`src/rtl/sync_fifo.sv`:
```
// Single-clock byte FIFO with a registered read port, occupancy count and
// sticky overflow/underflow flags. Storage contents are deliberately not reset.
module sync_fifo #(
   parameter int WIDTH = 8,
   parameter int DEPTH = 8,
   parameter int AW    = 3
) (
   input  logic             clk,
   input  logic             rst_n,
   input  logic             wr_en,
   input  logic [WIDTH-1:0] wr_data,
   input  logic             rd_en,
   output logic [WIDTH-1:0] rd_data,
   output logic             rd_valid,
   output logic [AW:0]      fifo_words,
   output logic             full,
   output logic             empty,
   output logic             overflow,
   output logic             underflow
);

   localparam logic [AW:0]   CNT_FULL = (AW+1)'(DEPTH);
   localparam logic [AW:0]   CNT_ONE  = (AW+1)'(1);
   localparam logic [AW-1:0] PTR_ONE  = AW'(1);

   logic [WIDTH-1:0] mem_q [DEPTH];

   logic [AW-1:0]    wr_ptr_q, wr_ptr_d;
   logic [AW-1:0]    rd_ptr_q, rd_ptr_d;
   logic [AW:0]      cnt_q, cnt_d;
   logic             full_q, full_d;
   logic             empty_q, empty_d;
   logic [WIDTH-1:0] rd_data_q, rd_data_d;
   logic             rd_valid_q, rd_valid_d;
   logic             ovf_q, ovf_d;
   logic             unf_q, unf_d;

   logic             wr_ok;
   logic             rd_ok;

   // A full FIFO still takes a write when a read frees a slot on the same edge;
   // an empty FIFO never forwards a same-cycle write to the read port.
   always_comb begin
      wr_ok = wr_en & (~full_q | rd_en);
      rd_ok = rd_en & ~empty_q;
   end

   always_comb begin
      wr_ptr_d   = wr_ptr_q;
      rd_ptr_d   = rd_ptr_q;
      cnt_d      = cnt_q;
      rd_data_d  = rd_data_q;
      rd_valid_d = 1'b0;
      ovf_d      = ovf_q;
      unf_d      = unf_q;

      if (wr_ok) begin
         wr_ptr_d = wr_ptr_q + PTR_ONE;
      end

      if (rd_ok) begin
         rd_ptr_d   = rd_ptr_q + PTR_ONE;
         rd_data_d  = mem_q[rd_ptr_q];
         rd_valid_d = 1'b1;
      end

      if (wr_ok && !rd_ok) begin
         cnt_d = cnt_q + CNT_ONE;
      end else if (rd_ok && !wr_ok) begin
         cnt_d = cnt_q - CNT_ONE;
      end

      if (wr_en && !wr_ok) begin
         ovf_d = 1'b1;
      end
      if (rd_en && !rd_ok) begin
         unf_d = 1'b1;
      end

      full_d  = (cnt_d == CNT_FULL);
      empty_d = (cnt_d == '0);
   end

   always_ff @(posedge clk or negedge rst_n) begin
      if (!rst_n) begin
         wr_ptr_q   <= '0;
         rd_ptr_q   <= '0;
         cnt_q      <= '0;
         full_q     <= 1'b0;
         empty_q    <= 1'b1;
         rd_data_q  <= '0;
         rd_valid_q <= 1'b0;
         ovf_q      <= 1'b0;
         unf_q      <= 1'b0;
      end else begin
         wr_ptr_q   <= wr_ptr_d;
         rd_ptr_q   <= rd_ptr_d;
         cnt_q      <= cnt_d;
         full_q     <= full_d;
         empty_q    <= empty_d;
         rd_data_q  <= rd_data_d;
         rd_valid_q <= rd_valid_d;
         ovf_q      <= ovf_d;
         unf_q      <= unf_d;
      end
   end

   always_ff @(posedge clk) begin
      if (wr_ok && rst_n) begin
         mem_q[wr_ptr_q] <= wr_data;
      end
   end

   assign rd_data    = rd_data_q;
   assign rd_valid   = rd_valid_q;
   assign fifo_words = cnt_q;
   assign full       = full_q;
   assign empty      = empty_q;
   assign overflow   = ovf_q;
   assign underflow  = unf_q;

endmodule

```
`config.mk`:
```
export PLATFORM = sky130hd
export DESIGN_NAME = sync_fifo
export DESIGN_NICKNAME = d
export VERILOG_FILES = /design/src/rtl/sync_fifo.sv
export SDC_FILE = /design/constraint.sdc
export NUM_CORES = 1
export LEC_CHECK = 0
export ABC_AREA = 1
export CORE_MARGIN = 2
export CORE_UTILIZATION = 45
export DETAILED_ROUTE_END_ITERATION = 12
export MAX_ROUTING_LAYER = met4
export PLACE_DENSITY_LB_ADDON = 0.2
export SLEW_MARGIN = 10
export SYNTH_ARGS = -nofsm -noshare
export SYNTH_HDL_FRONTEND = slang
export SYNTH_SLANG_ARGS = --single-unit
```
`constraint.sdc`:
```
create_clock -name clk -period 2 [get_ports clk]
set_clock_uncertainty 0.2 [all_clocks]
set_input_delay 0.2 -clock clk [delete_from_list [all_inputs] [get_ports clk]]
set_output_delay 0.2 -clock clk [all_outputs]
set_load 0.01 [all_outputs]
```
==> results.toml, run 1 <==
[global_routing]
grt_pass1_vias = 2454
grt_use_total_pct = 20.23
grt_start_max_net_pins = 35
grt_antenna_before_repair = 0
overflow = 0
grt_pass1_wl_mm = 12.45

[clock_network]
cts_resized = 0
cts_hold_buf = 0
clock_path_buffers = 2
cts_buffers = 9
htree_num_levels = 3
cts.root.buffer_cell = "clkbuf_8"
path_clk_slew_ns = 0.08
cts_tree = "built"
postCtsSetupBuffers = 0
cts.sink_count = 87
insertion_delay_ns = 0.35

[pwr]
power_switching_share_pct = 35.67
vdd_drop_max_v = 0.0005227
comb_power_share_pct = 36.8
finalPower_mw = 5.896
p_int_mw = 3.793
leakagePower_nw = 1.779
seqPwrFrac_pct = 43.1
clkPwrFrac_pct = 20.2
power.switching_mw = 2.103
powerDensity_nw_per_um2 = 1343

[drt]
top_layer = "met4"
viasPerCell = 5.145
num_vias = 2490
drc = 0
drtIter0Drc = 119
met1Wirelength_mm = 3.292
dr.pass1.iters = 4
wire_per_inst_um = 16.70
wl_met3_um = 407
final_antenna_net_count = 0
wl_mm = 8.085
wl_met2_mm = 4.181

[synth]
synth_ff_type = "edfxtp_1"
ys_seq_area_share_pct = 67.51
synth_top_cell_by_area = "edfxtp_1"
synthCells = 329
ys_seq_elements = 87
netlist_top_cells_count = "edfxtp_1, nand2_1, inv_1, nand3_1, dfrtp_1"
yosysWarnings = 0
synth_most_common_cell = "edfxtp_1"
synthesis.area_um2 = 3701
synth_top_area_share_pct = 51.93
synth-edff-count = 64
synthArstFlopShare_pct = 26.44
avgSynthCellArea_um2 = 11.25
ys_top_cells_by_area = "edfxtp_1, dfrtp_1, nand2_1, nand3_1, inv_1"
synth_cell_types = 26
syn_nets = 345

[floorplanning]
fp.dieW_um = 94.69
rows = 33
dieArea_um2 = 8966
start_util_pct = 45.73
coreArea_um2 = 8093
fp.dieH_um = 94.69
ios = 29

[worst_setup_path]
worstPathRequired_ns = 1.60
rr_worst_depth = 6
cp-start-kind = "flop"
path_cells = "clkdlybuf4s50_1"
path_max_fanout = 3
slowest_stage = "dfstp_2"
reg2reg_to = "rd_data[7]"
r2r_start = "rd_ptr_q[0]"
crit_family = "flip-flops"
crit_path_max_incr_delay_ns = 0.55
endpoint_kind = "output pin"
crit_type = "flop to output pin"
r2r_setup_slack_ns = 0.23
cp.arrival_ns = 1.43
cp.buffers_inverters = 1

[placement]
port_buffers = 28
dp_slack_ns = -0.007487
gp_congestion = 0.8587
hpwl_mm = 5.541

[sta]
fin_crit_sh_pct = 91.42
grt_setup_unrepaired = "false"
fin_tns_setup_ns = 0
fin_crit_ns = 1.828
setup_viol = 0
worst_slew_pin_slew_ns = 0.4483
worst_slack_ns = 0.1716
final_max_slew_viol_count = 0
hold_violations = 0
max_slew_margin_pct = 70.02
fmax_ghz = 0.5469

[finish]
antenna_cells = 0
syn2layout_area_growth_pct = 18.66
multi_input_area_um2 = 940.9
fillers = 741
register_area_um2 = 2499
drive_above_1_share_pct = 12.14
finish.utilization_pct = 54.27
nNetsFinal = 390

[min_path]
min_path_type = "input pin to async pin"

[run]
cap_violations = 0

[run_status]
status = "completed"
==> cells by family after synthesis <==
kind of cell / synth area share [%]
AOI/OAI and AO/OA: 8.519
xor gates and xnor gates: 1.657
adders and majority gates: 1.352
buffers and inverters: 7.066
DFF: 67.51
and+or+nand+nor: 13.89
==> power groups by stage <==
stage          logic [mW]  clock network, mW  registers, mW
2_1_floorplan        1.33                  0           2.56
3_3_place_gp         2.14                  0           2.56
3_5_place_dp         2.18                  0           2.57
4_1_cts              2.18               1.21           2.54
5_1_grt              2.45               1.30           2.58
6_report             2.17               1.19           2.54
==> per-layer routing <==
layer / vias up / global-route usage, %
met5: - / -
met4: 0 / 10.02
met3: 16 / 2.953
met2: 71 / 34.22
met1: 1203 / 23.65
li1: 1200 / -
==> area by class of cell <==
cell class,count,share of cell area (%)
clock buffer,12,3.305
clock inverter,4,1.026
multi-input combinational,178,21.42
tap,105,2.991
inverter,50,4.274
sequential,87,56.89
timing repair buffer,48,10.09
==> metrics by stage <==
stage | area [um2] | hold WS [ns] | cells
after floorplan | 3701 | -0.2956 | 329
after global placement | 4202 | 0.2610 | 468
after detailed placement | 4202 | 0.2647 | 468
after CTS | 4392 | 0.05530 | 484
after global routing | 4392 | 0.07021 | 484
final | 4392 | 0.06225 | 484
==> state kept, by name (all words and copies together), names as in the netlist <==
register,count
rd_ptr_q,3
underflow,1
wr_ptr_q,3
rd_data,8
fifo_words,4
full,1
mem_q,64
empty,1
rd_valid,1
overflow,1
==> cells in the final DEF, fill, tap and decap left out <==
cell / netlist / final
edfxtp_1: 64 / 64
nand2_1: 60 / 60
inv_1: 44 / 44
nand3_1: 34 / 34
clkdlybuf4s50_1: 0 / 28
dfrtp_1: 22 / 22
buf_4: 0 / 19
o21ai_0: 18 / 18
a21oi_1: 17 / 17
o211ai_1: 16 / 16
clkbuf_8: 0 / 10
nor2_1: 7 / 7
nor3_1: 5 / 5
inv_2: 4 / 4
xor2_1: 4 / 4
ha_1: 4 / 4
xnor2_1: 3 / 3
clkinv_2: 0 / 3
nand2_2: 2 / 2
clkinv_1: 2 / 2
nand3_2: 2 / 2
o21bai_1: 2 / 2
clkbuf_1: 2 / 2
nor2_4: 1 / 1
nand3_4: 1 / 1
o21ai_1: 1 / 1
nor2_2: 1 / 1
bufinv_16: 0 / 1
dfstp_2: 1 / 1
buf_12: 0 / 1
==> worst max-delay path by stage <==
stage | startpoint | to | slack (ns) | cells past startpoint
after floorplan | full | mem_q[0][0] | 0.04 | 5
after global placement | rd_en | mem_q[3][3] | 0.01 | 8
after detailed placement | rd_en | mem_q[1][3] | -0.007 | 8
after CTS | empty | empty | 0.15 | 1
after global routing | rd_ptr_q[0] | rd_data[7] | 0.10 | 6
final | empty | empty | 0.17 | 1
==> worst reg2reg max path, cell delays in order, from the launching register on <==
cell and delay (ns):
dfrtp_1 0.57, buf_4 0.34, a21oi_1 0.11, o21ai_0 0.09
nand3_1 0.15, nand3_1 0.13, nand2_1 0.06
(Power assumes the default switching activity.)
==> run 2, diff against run 1 <==
- CORE_UTILIZATION: 45 -> 25
- PLACE_DENSITY: unset -> 0.4
- PLACE_DENSITY_LB_ADDON: 0.2 -> unset
==> results.toml, run 2 (synthesized netlist as in run 1, its figures left out) <==
[clock_network]
cts_tree = "built"
postCtsSetupBuffers = 0
clock_path_buffers = 2
cts.sink_count = 87
insertion_delay_ns = 0.33
htree_num_levels = 3
path_clk_slew_ns = 0.06
cts.root.buffer_cell = "clkbuf_16"
cts_buffers = 9

[drt]
drtIter0Drc = 145
wl_mm = 8.700
drc = 0
wire_per_inst_um = 15.43
num_vias = 2330
final_antenna_net_count = 0
viasPerCell = 4.131
dr.pass1.iters = 4

[pwr]
vdd_drop_max_v = 0.0005486
powerDensity_nw_per_um2 = 1380
leakagePower_nw = 1.836

[sta]
worst_slack_ns = 0.1934
worst_slew_pin_slew_ns = 0.4557
setup_viol = 0
hold_violations = 0
grt_setup_unrepaired = "false"
max_slew_margin_pct = 69.53
fin_crit_sh_pct = 90.33
fmax_ghz = 0.5535
fin_crit_ns = 1.807
final_max_slew_viol_count = 0

[placement]
gp_congestion = 0.7367
hpwl_mm = 5.982
postPlaceCellArea_um2 = 4325
port_buffers = 28
dp_slack_ns = -0.002155

[global_routing]
grt_use_total_pct = 12.08
met3_usage_pct = 2.082
gr-usage-met1_pct = 17.72
busiest_layer = "met1"
met2_usage_pct = 16.98
grt_pass1_wl_mm = 13.93
grt_antenna_before_repair = 0
grt_pass1_vias = 2382
overflow = 0
grt_start_max_net_pins = 67

[worst_setup_path]
cp.buffers_inverters = 1
slowest_stage = "dfstp_2"
endpoint_kind = "output pin"
path_max_fanout = 3
crit_family = "flip-flops"
crit_path_max_incr_delay_ns = 0.54
worstPathRequired_ns = 1.60
cp.arrival_ns = 1.41
path_cells = "clkdlybuf4s50_1"
crit_type = "flop to output pin"
cp-start-kind = "flop"

[run_status]
status = "completed"

[finish]
multi_input_area_um2 = 940.9
nNetsFinal = 391
register_area_um2 = 2499
syn2layout_area_growth_pct = 24.88
final_common_cell = "edfxtp_1"
antenna_cells = 0
fillers = 1479
top_register = "mem_q"
layout_common_cells = "edfxtp_1, nand2_1, inv_1"
drive_above_1_share_pct = 12.11
finish.utilization_pct = 31.92
largest_register_ffs = 64
design_area_um2 = 4622

[floorplanning]
rows = 44
coreArea_um2 = 14480
ios = 29
dieArea_um2 = 15790
fp.dieW_um = 125.7
fp.dieH_um = 125.7
start_util_pct = 25.56

[run]
cap_violations = 0

[min_path]
min_path_type = "input pin to async pin"
[run 2: worst paths after layout]
check | from | to | slack [ns] | cells past startpoint
max in group asynchronous | rst_n | rd_data[2] | 0.93 | 2
worst max-delay path | empty | empty | 0.19 | 1
worst min register to register | underflow | underflow | 0.28 | 1
min in group clk | underflow | underflow | 0.28 | 1
worst max register to register | empty | full | 0.34 | 8
worst min-delay path | rst_n | rd_data[7] | 0.19 | 2
[run 2: repair_timing]
action                                 CTS  global route
endpoints found under the hold margin    1             0
hold buffers                             1             0
gates resized for setup                  0             0
[run 2: per-stage QoR]
| stage | power [mW] | TNS [ns] | hold slack (ns) | cells |
|---|---|---|---|---|
| 3_3_place_gp | 4.858 | 0 | 0.2367 | 547 |
| 5_1_grt | 6.863 | 0 | 0.2222 | 564 |
| 6_report | 6.376 | 0 | 0.1909 | 564 |
| 2_1_floorplan | 3.898 | 0 | -0.2956 | 329 |
| 4_1_cts | 6.501 | 0 | 0.2148 | 564 |
| 3_5_place_dp | 4.862 | -0.02727 | 0.2468 | 547 |
[run 2: power breakdown]
part	switching, mW	internal [mW]	total, mW
registers	0.237	2.28	2.52
logic	1.31	0.956	2.26
clock network	0.650	0.946	1.60
[run 2: cell type report]
cell class              instances  share of cell area, %
flip-flops and latches         87                  54.06
multi-input cells             178                  20.36
repair buffers                 49                  10.34
clock buffers                  13                  5.874
well taps                     184                  4.981
inverters                      50                  4.061
clock inverters                 3                 0.3249
[run 2: metal layers]
layer	part of all wire, %	wire, um	up-vias
met1	52	4524	1072
li1	-	-	1202
met4	1.4	125	0
met2	43	3767	46
met3	3.3	283	10
met5	0	0	-
[run 2: worst register-to-register path, cell delays in order (launching register included)]
cell      delay [ns]
dfstp_2         0.54
inv_2           0.05
nand2_2         0.16
nand3_4         0.15
clkinv_1        0.11
nand2_1         0.05
nand2_1         0.13
nand3_1         0.10
nor2_1          0.10
